==> src/rtl/sprite_rom_arbiter_pkg.sv <==
// Shared types for the sprite ROM read arbiter: ROM geometry, palette pixel
// and the per-stage read pipeline record.
package sprite_rom_pkg;
    localparam int ROM_ADDR_W   = 16;
    localparam int PIX_W        = 2;
    localparam int ROM_MAX_ADDR = 36000;

    typedef logic [PIX_W-1:0] pix_t;
    typedef logic [1:0]       req_idx_t;

    typedef struct packed {
        logic     valid;
        req_idx_t idx;
        logic     oor;
    } rd_stage_t;
endpackage

==> src/rtl/sprite_rom_arbiter_rr.sv <==
// Combinational round-robin picker: search starts one past the last winner.
module rr_arbiter
    import sprite_rom_pkg::*;
#(
    parameter int NUM_REQ = 2
) (
    input  logic [NUM_REQ-1:0] i_req,
    input  req_idx_t           i_last,
    output logic [NUM_REQ-1:0] o_gnt,
    output req_idx_t           o_idx,
    output logic               o_any
);
    localparam int IW = (NUM_REQ > 1) ? $clog2(NUM_REQ) : 1;

    logic [IW-1:0] w_pos;

    always_comb begin
        o_gnt = '0;
        o_idx = '0;
        o_any = 1'b0;
        w_pos = '0;
        for (int k = 1; k <= NUM_REQ; k++) begin
            w_pos = IW'((int'(i_last) + k) % NUM_REQ);
            if (!o_any && i_req[w_pos]) begin
                o_any        = 1'b1;
                o_gnt[w_pos] = 1'b1;
                o_idx        = req_idx_t'(w_pos);
            end
        end
    end
endmodule

==> src/rtl/sprite_rom_arbiter.sv <==
// Shares one registered-read sprite ROM among NUM_REQ fetchers, one read per
// clock, with tagged two-cycle responses and out-of-range interception.
module sprite_rom_arbiter
    import sprite_rom_pkg::*;
#(
    parameter int NUM_REQ  = 2,
    parameter int MAX_ADDR = ROM_MAX_ADDR
) (
    input  logic                          i_clk,
    input  logic                          i_rst_n,
    input  logic [NUM_REQ-1:0]            i_req,
    input  logic [NUM_REQ*ROM_ADDR_W-1:0] i_addr,
    output logic [NUM_REQ-1:0]            o_gnt,
    output logic [NUM_REQ-1:0]            o_rvalid,
    output pix_t                          o_rdata,
    output logic                          o_rerr,
    output logic [ROM_ADDR_W-1:0]         o_ram_addr,
    input  pix_t                          i_ram_data
);
    localparam logic [ROM_ADDR_W-1:0] MAX_A = ROM_ADDR_W'(MAX_ADDR);

    req_idx_t              r_last;
    logic [ROM_ADDR_W-1:0] r_ram_addr;
    rd_stage_t             r_s1;
    rd_stage_t             r_s2;
    pix_t                  r_rdata;

    logic [NUM_REQ-1:0]    w_req;
    logic [NUM_REQ-1:0]    w_gnt;
    req_idx_t              w_idx;
    logic                  w_any;
    logic [ROM_ADDR_W-1:0] w_waddr;
    logic                  w_oor;

    // Requests asserted while reset is held must not produce a grant.
    assign w_req = i_req & {NUM_REQ{i_rst_n}};

    rr_arbiter #(.NUM_REQ(NUM_REQ)) u_arb (
        .i_req  (w_req),
        .i_last (r_last),
        .o_gnt  (w_gnt),
        .o_idx  (w_idx),
        .o_any  (w_any)
    );

    // Idle cycles keep the previous ROM address so the bus does not toggle.
    always_comb begin
        w_waddr = r_ram_addr;
        for (int i = 0; i < NUM_REQ; i++) begin
            if (w_gnt[i]) w_waddr = i_addr[i*ROM_ADDR_W +: ROM_ADDR_W];
        end
    end

    assign w_oor      = w_any && (w_waddr > MAX_A);
    assign o_gnt      = w_gnt;
    assign o_ram_addr = w_waddr;

    always_ff @(posedge i_clk or negedge i_rst_n) begin
        if (!i_rst_n) begin
            r_last     <= req_idx_t'(NUM_REQ - 1);
            r_ram_addr <= '0;
            r_s1       <= '0;
            r_s2       <= '0;
            r_rdata    <= '0;
        end else begin
            r_ram_addr <= w_waddr;
            if (w_any) r_last <= w_idx;
            r_s1.valid <= w_any;
            r_s1.idx   <= w_idx;
            r_s1.oor   <= w_oor;
            r_s2       <= r_s1;
            r_rdata    <= (r_s1.valid && !r_s1.oor) ? i_ram_data : '0;
        end
    end

    always_comb begin
        o_rvalid = '0;
        for (int i = 0; i < NUM_REQ; i++) begin
            o_rvalid[i] = r_s2.valid && (r_s2.idx == req_idx_t'(i));
        end
    end

    assign o_rdata = r_rdata;
    assign o_rerr  = r_s2.valid & r_s2.oor;
endmodule

==> config.mk <==
export PLATFORM = sky130hd
export DESIGN_NAME = sprite_rom_arbiter
export DESIGN_NICKNAME = d
export VERILOG_FILES = /design/src/rtl/sprite_rom_arbiter_pkg.sv /design/src/rtl/sprite_rom_arbiter_rr.sv /design/src/rtl/sprite_rom_arbiter.sv
export SDC_FILE = /design/constraint.sdc
export NUM_CORES = 1
export LEC_CHECK = 0
export CAP_MARGIN = 10
export CORE_ASPECT_RATIO = 1.25
export CORE_UTILIZATION = 36
export CTS_CLUSTER_DIAMETER = 150
export CTS_CLUSTER_SIZE = 14
export DETAILED_ROUTE_END_ITERATION = 8
export HOLD_SLACK_MARGIN = 0.02
export PLACE_DENSITY = 0.78
export SLEW_MARGIN = 30
export SYNTH_ARGS = -nofsm -noshare
export SYNTH_HDL_FRONTEND = slang
export SYNTH_HIERARCHICAL = 1
export SYNTH_SLANG_ARGS = --single-unit
==> constraint.sdc <==
create_clock -name i_clk -period 1.9 [get_ports i_clk]
set_clock_uncertainty 0.05 [all_clocks]
set_input_delay 0.19 -clock i_clk [delete_from_list [all_inputs] [get_ports i_clk]]
set_output_delay 0.19 -clock i_clk [all_outputs]
set_load 0.005 [all_outputs]
==> flow_summary.yaml, run 1 <==
power_and_ir_drop:
  comb_power_share_pct: 38.6
  vdd_drop_max_v: 0.0005482
  power.share.clock_pct: 20.6
  p_leak_nw: 1.098
  seqPwrFrac_pct: 40.8
  power_mw: 1.670
  p_sw_share_pct: 28.79
  powerDensity_mw_per_mm2: 705.6
  power_switching_mw: 0.4809
  p_int_mw: 1.189
critical_path:
  critPathArrivalTime_ns: 2.50
  crit_fanout: 4
  start_kind: "flop"
  critPathKind: "flop to flop"
  cp.required_ns: 2.02
  rrSetupSlack_ns: -0.49
  cp-end-kind: "flop"
floorplanning:
  rows: 23
  start_util_pct: 38.12
  design.die.area_sq_mm: 0.003652
  die_h_um: 67.32
  core_area_sq_mm: 0.003223
  dieWidth_um: 54.26
  io-pin-count: 61
timing:
  finalCritPeriodShare_pct: 125.6
  final_hold_viol_count: 0
  fin_tns_setup_ns: -3.783
  fin_ws_ns: -0.4866
  report.final.slew_viol_count: 0
  fin_crit_ns: 2.387
  rsz0062_at_grt: "true"
  hold-worst-slack_ns: 0.06148
  setup_viol: 18
  fmax_ghz: 0.4190
logic_synthesis:
  syn_area_sq_mm: 0.001229
  synth_area_per_cell_sq_um: 11.38
  yosysWarningCount: 6
  syn_nets: 146
  syn_inst: 108
routing:
  vias: 1247
  drc: 0
  routed_wl_um: 4045
  antenna_left: 0
  vias_per_cell: 4.988
  avgRoutedWirePerCell_um: 16.18
  initialDrtViolationCount: 39
  first_pass_iters: 4
placement:
  globalplace.congestion: 0.8007
  dp.cells: 223
  postPlaceCellArea_sq_mm: 0.002047
  dp_slack_ns: -0.8998
  port_buffers: 60
  post-dp-hpwl_um: 2628
run:
  drv_cap: 0
cts:
  clock_sinks: 27
  cts_buffers: 3
  cts_tree: "yes"
  clockBufferDepth: 2
  worstSkewPairLatency_ns: 0.27
  clkSlewWorstSetupHoldPaths_ns: 0.10
  ctsHtreeMaxLevel: 1
  cts-root-buf: "clkbuf_8"
global_routing:
  antenna_found_initial: 0
  grtUsageTotal_pct: 23.77
  overflow: 0
  grt_pass1_wl_um: 6037
  grt_pass1_vias: 1351
  grt_start_max_net_pins: 18
final_layout:
  stdcell_count: 250
  diodes: 0
  areaGrowthSynthToFinish_pct: 92.67
  stdcell_area_sq_mm: 0.002367
  final_util_pct: 73.45
  drive_above_1_share_pct: 42.25
  final_nets: 252
min_path:
  hp-class: "primary input to async pin"
run_status:
  violations: "negative setup slack"
  outcome: "finished with violations"
-- what timing repair did --
action	CTS	global route
pin swaps	15	14
resized for setup	80	20
endpoints found under the setup margin	29	22
gates cloned	0	0
hold buffers	1	0
hold endpoints to repair	4	0
buffers inserted	20	3
-- power by group through the flow --
stage	Combinational, mW	Sequential [mW]	Clock (mW)
after global routing	0.685	0.689	0.377
final	0.645	0.682	0.344
after global placement	0.493	0.682	0
after CTS	0.595	0.677	0.351
after floorplan	0.178	0.678	0
after detailed placement	0.509	0.686	0
-- worst max-delay path, cell delays in order (launching register included) --
cell,delay [ns]
dfstp_2,0.56
inv_2,0.05
a21boi_4,0.21
buf_4,0.15
mux2_1,0.14
mux2i_1,0.10
or4_4,0.59
nor4_4,0.15
nand4_1,0.14
o211a_1,0.15
-- final timing paths --
path / end / from / cells after the start
max: r_s1[0] / r_last[0] / 9
min: r_ram_addr[7] / i_rst_n / 2
max reg2reg: r_s1[0] / r_last[0] / 9
min reg2reg: r_s2[2] / r_s1[2] / 0
max in group asynchronous: r_ram_addr[2] / i_rst_n / 3
min in group i_clk: r_s2[2] / r_s1[2] / 0
-- layout by cell type (no fill, tap or decap), types with 2 or more instances in the layout --
cell and n:
clkdlybuf4s50_1 42, buf_4 36, dfrtp_1 26, nand2_1 13, buf_6 9, buf_2 8, mux2i_1 7, mux2i_2 6
o21ai_2 6, o21ai_1 6, and3b_1 3, nor2_1 3, inv_2 3, clkbuf_8 3, dlygate4sd2_1 3, mux2i_4 2
nor2b_1 2, mux2_4 2, and2_1 2, nor3_1 2, clkbuf_2 2, dlymetal6s2s_1 2, buf_12 2, a21boi_4 2
-- state kept, by name (all words and copies together) (netlist names) --
| signal | cells |
|---|---|
| r_ram_addr | 16 |
| r_s1 | 4 |
| r_s2 | 4 |
| o_rdata | 2 |
| r_last | 1 |
-- metal layers --
layer	track usage, %	routed length (um)
met1	23.47	1400
met2	46.19	2350
met3	4.054	218
met4	9.936	75
met5	0	0
-- layout make-up --
class                           instances  area [sq um]
Clock buffer                            3         41.29
Timing Repair Buffer                  107         968.4
Inverter                                4         15.01
Clock inverter                          1         8.758
Tap cell                               37         46.29
Fill cell                             221         855.8
Sequential cell                        27         676.9
Multi-Input combinational cell         71         610.6
Power figures use the tool's default switching activity.
==> inputs of run 2 (changes only) <==
--- a/config.mk
+++ b/config.mk
@@ -11,6 +11,7 @@
 export CTS_CLUSTER_DIAMETER = 150
 export CTS_CLUSTER_SIZE = 14
 export DETAILED_ROUTE_END_ITERATION = 8
+export GPL_TIMING_DRIVEN = 0
 export HOLD_SLACK_MARGIN = 0.02
 export PLACE_DENSITY = 0.78
 export SLEW_MARGIN = 30
==> flow_summary.yaml, run 2 (synthesized netlist as in run 1, its figures left out) <==
run:
  drv_cap: 0
cts:
  clkSlewWorstSetupHoldPaths_ns: 0.10
  clockBufferDepth: 2
  worstSkewPairLatency_ns: 0.28
  ctsHtreeMaxLevel: 1
  cts_buffers: 3
  cts_tree: "yes"
  clock_sinks: 27
  cts-root-buf: "clkbuf_8"
critical_path:
  start_kind: "flop"
  cp-end-kind: "flop"
  slowest_delay_ns: 0.56
  slowest_stage: "dfstp_2"
  path_cells: "inv_2 > a21boi_4 > buf_6 > buf_12 > buf_6 > mux2_4 > mux2i_2 > buf_4 > or4_4 > nor4_4 > nand4_1 > o211a_1"
  crit_top_cell: "buf_6"
  rrSetupSlack_ns: -0.61
  critPathArrivalTime_ns: 2.64
  path_delay_family: "simple AND/OR/NAND/NOR gates"
  worstRegToRegCells: 12
  critical_path_depth: 12
  cp.required_ns: 2.03
  crit_fanout: 4
  critPathKind: "flop to flop"
  path_buf_inv: 5
floorplanning:
  rows: 23
  design.die.area_sq_mm: 0.003652
  core_area_sq_mm: 0.003223
  io-pin-count: 61
  start_util_pct: 38.12
  dieWidth_um: 54.26
  die_h_um: 67.32
routing:
  drc: 0
  routed_wl_um: 4981
  vias: 1303
  antenna_left: 0
  vias_per_cell: 5.212
  initialDrtViolationCount: 38
  first_pass_iters: 4
  avgRoutedWirePerCell_um: 19.92
timing:
  setup_viol: 21
  finalCritPeriodShare_pct: 131.9
  report.final.slew_viol_count: 0
  fin_ws_ns: -0.6060
  fmax_ghz: 0.3990
  fin_crit_ns: 2.506
  rsz0062_at_grt: "true"
  final_hold_viol_count: 0
  fin_tns_setup_ns: -6.768
power_and_ir_drop:
  p_int_mw: 1.246
  vdd_drop_max_v: 0.0007278
  powerDensity_mw_per_mm2: 712.2
  p_sw_share_pct: 30.69
  p_leak_nw: 1.133
  seqPwrFrac_pct: 38.5
  power_mw: 1.797
  power_switching_mw: 0.5517
  comb_power_share_pct: 41.7
  power.share.clock_pct: 19.8
global_routing:
  grt_start_max_net_pins: 27
  antenna_found_initial: 0
  grtUsageTotal_pct: 23.21
  grt_pass1_wl_um: 5920
  overflow: 0
  grt_pass1_vias: 1342
min_path:
  whs_path_depth: 3
  hp-class: "primary input to flop"
final_layout:
  final_nets: 252
  diodes: 0
  fillers: 194
  stdcell_count: 250
  top_regs: "r_ram_addr: 16 flops, r_s1: 4 flops, r_s2: 4 flops"
  drive_above_1_share_pct: 49.30
  layout_commonest_cell: "clkdlybuf4s50_1"
  areaGrowthSynthToFinish_pct: 105.4
  stdcell_area_sq_mm: 0.002524
  largest_register_ffs: 16
  regMostFlops: "r_ram_addr"
  layout_common_cells: "42 x clkdlybuf4s50_1, 26 x dfrtp_1, 25 x buf_4"
run_status:
  violations: "negative setup slack"
  outcome: "finished with violations"
placement:
  globalplace.congestion: 0.7330
  dp.cells: 205
  dp_slack_ns: -1.282
  port_buffers: 60
  post-dp-hpwl_um: 2306
  postPlaceCellArea_sq_mm: 0.001882
## run 2: stage by stage
step	hold WS, ns	util [%]
2_1_floorplan	-0.1556	-
3_3_place_gp	0.2822	58.54
3_5_place_dp	0.1855	58.39
4_1_cts	0.2774	69.18
5_1_grt	0.2847	78.30
6_report	0.2974	78.30
## run 2: worst paths after layout
path                            startpoint        end
worst max-delay path             r_last[0]    r_s1[0]
worst min-delay path               i_rst_n    r_s1[1]
worst max register to register   r_last[0]    r_s1[0]
worst min register to register     r_s1[1]    r_s2[1]
max in group asynchronous          i_rst_n    r_s1[1]
min in group asynchronous          i_rst_n  r_last[0]
## run 2: per-layer routing
metal	share of wire (%)	global-route usage, %	up-vias
met3	7.0	4.955	20
met4	4.7	13.14	0
met5	0	0	-
met2	53	42.99	69
met1	35	22.73	629
li1	-	-	585
## run 2: worst min-delay path, delay by kind of cell
kind	cells	cell delay, ns
and+or+nand+nor	1	0.16
buffers and inverters	1	0.11
AOI/OAI and AO/OA	1	0.12
## run 2: power groups by stage
| stage | Combinational (mW) | Sequential [mW] | Clock [mW] |
|---|---|---|---|
| floorplan | 0.178 | 0.678 | 0 |
| global placement | 0.419 | 0.681 | 0 |
| detailed placement | 0.426 | 0.686 | 0 |
| CTS | 0.557 | 0.674 | 0.346 |
| global route | 0.791 | 0.697 | 0.386 |
| finish | 0.750 | 0.692 | 0.355 |
## run 2: layout make-up
cell class	instances	area [sq um]	area share (%)
Timing Repair Buffer	101	952.2	37.73
Buffer	6	72.57	2.876
Sequential cell	27	676.9	26.82
Clock inverter	1	8.758	0.3471
Inverter	4	15.01	0.5949
Clock buffer	3	41.29	1.636
Tap cell	37	46.29	1.834
Multi-Input combinational cell	71	710.7	28.16
## run 2: what timing repair did
action | 4_1_cts | 5_1_grt
endpoints found under the setup margin | 31 | 21
pin swaps | 15 | 18
hold endpoints to repair | 26 | 0
resized for setup | 95 | 48
hold buffers | 2 | 0
setup buffers | 26 | 14
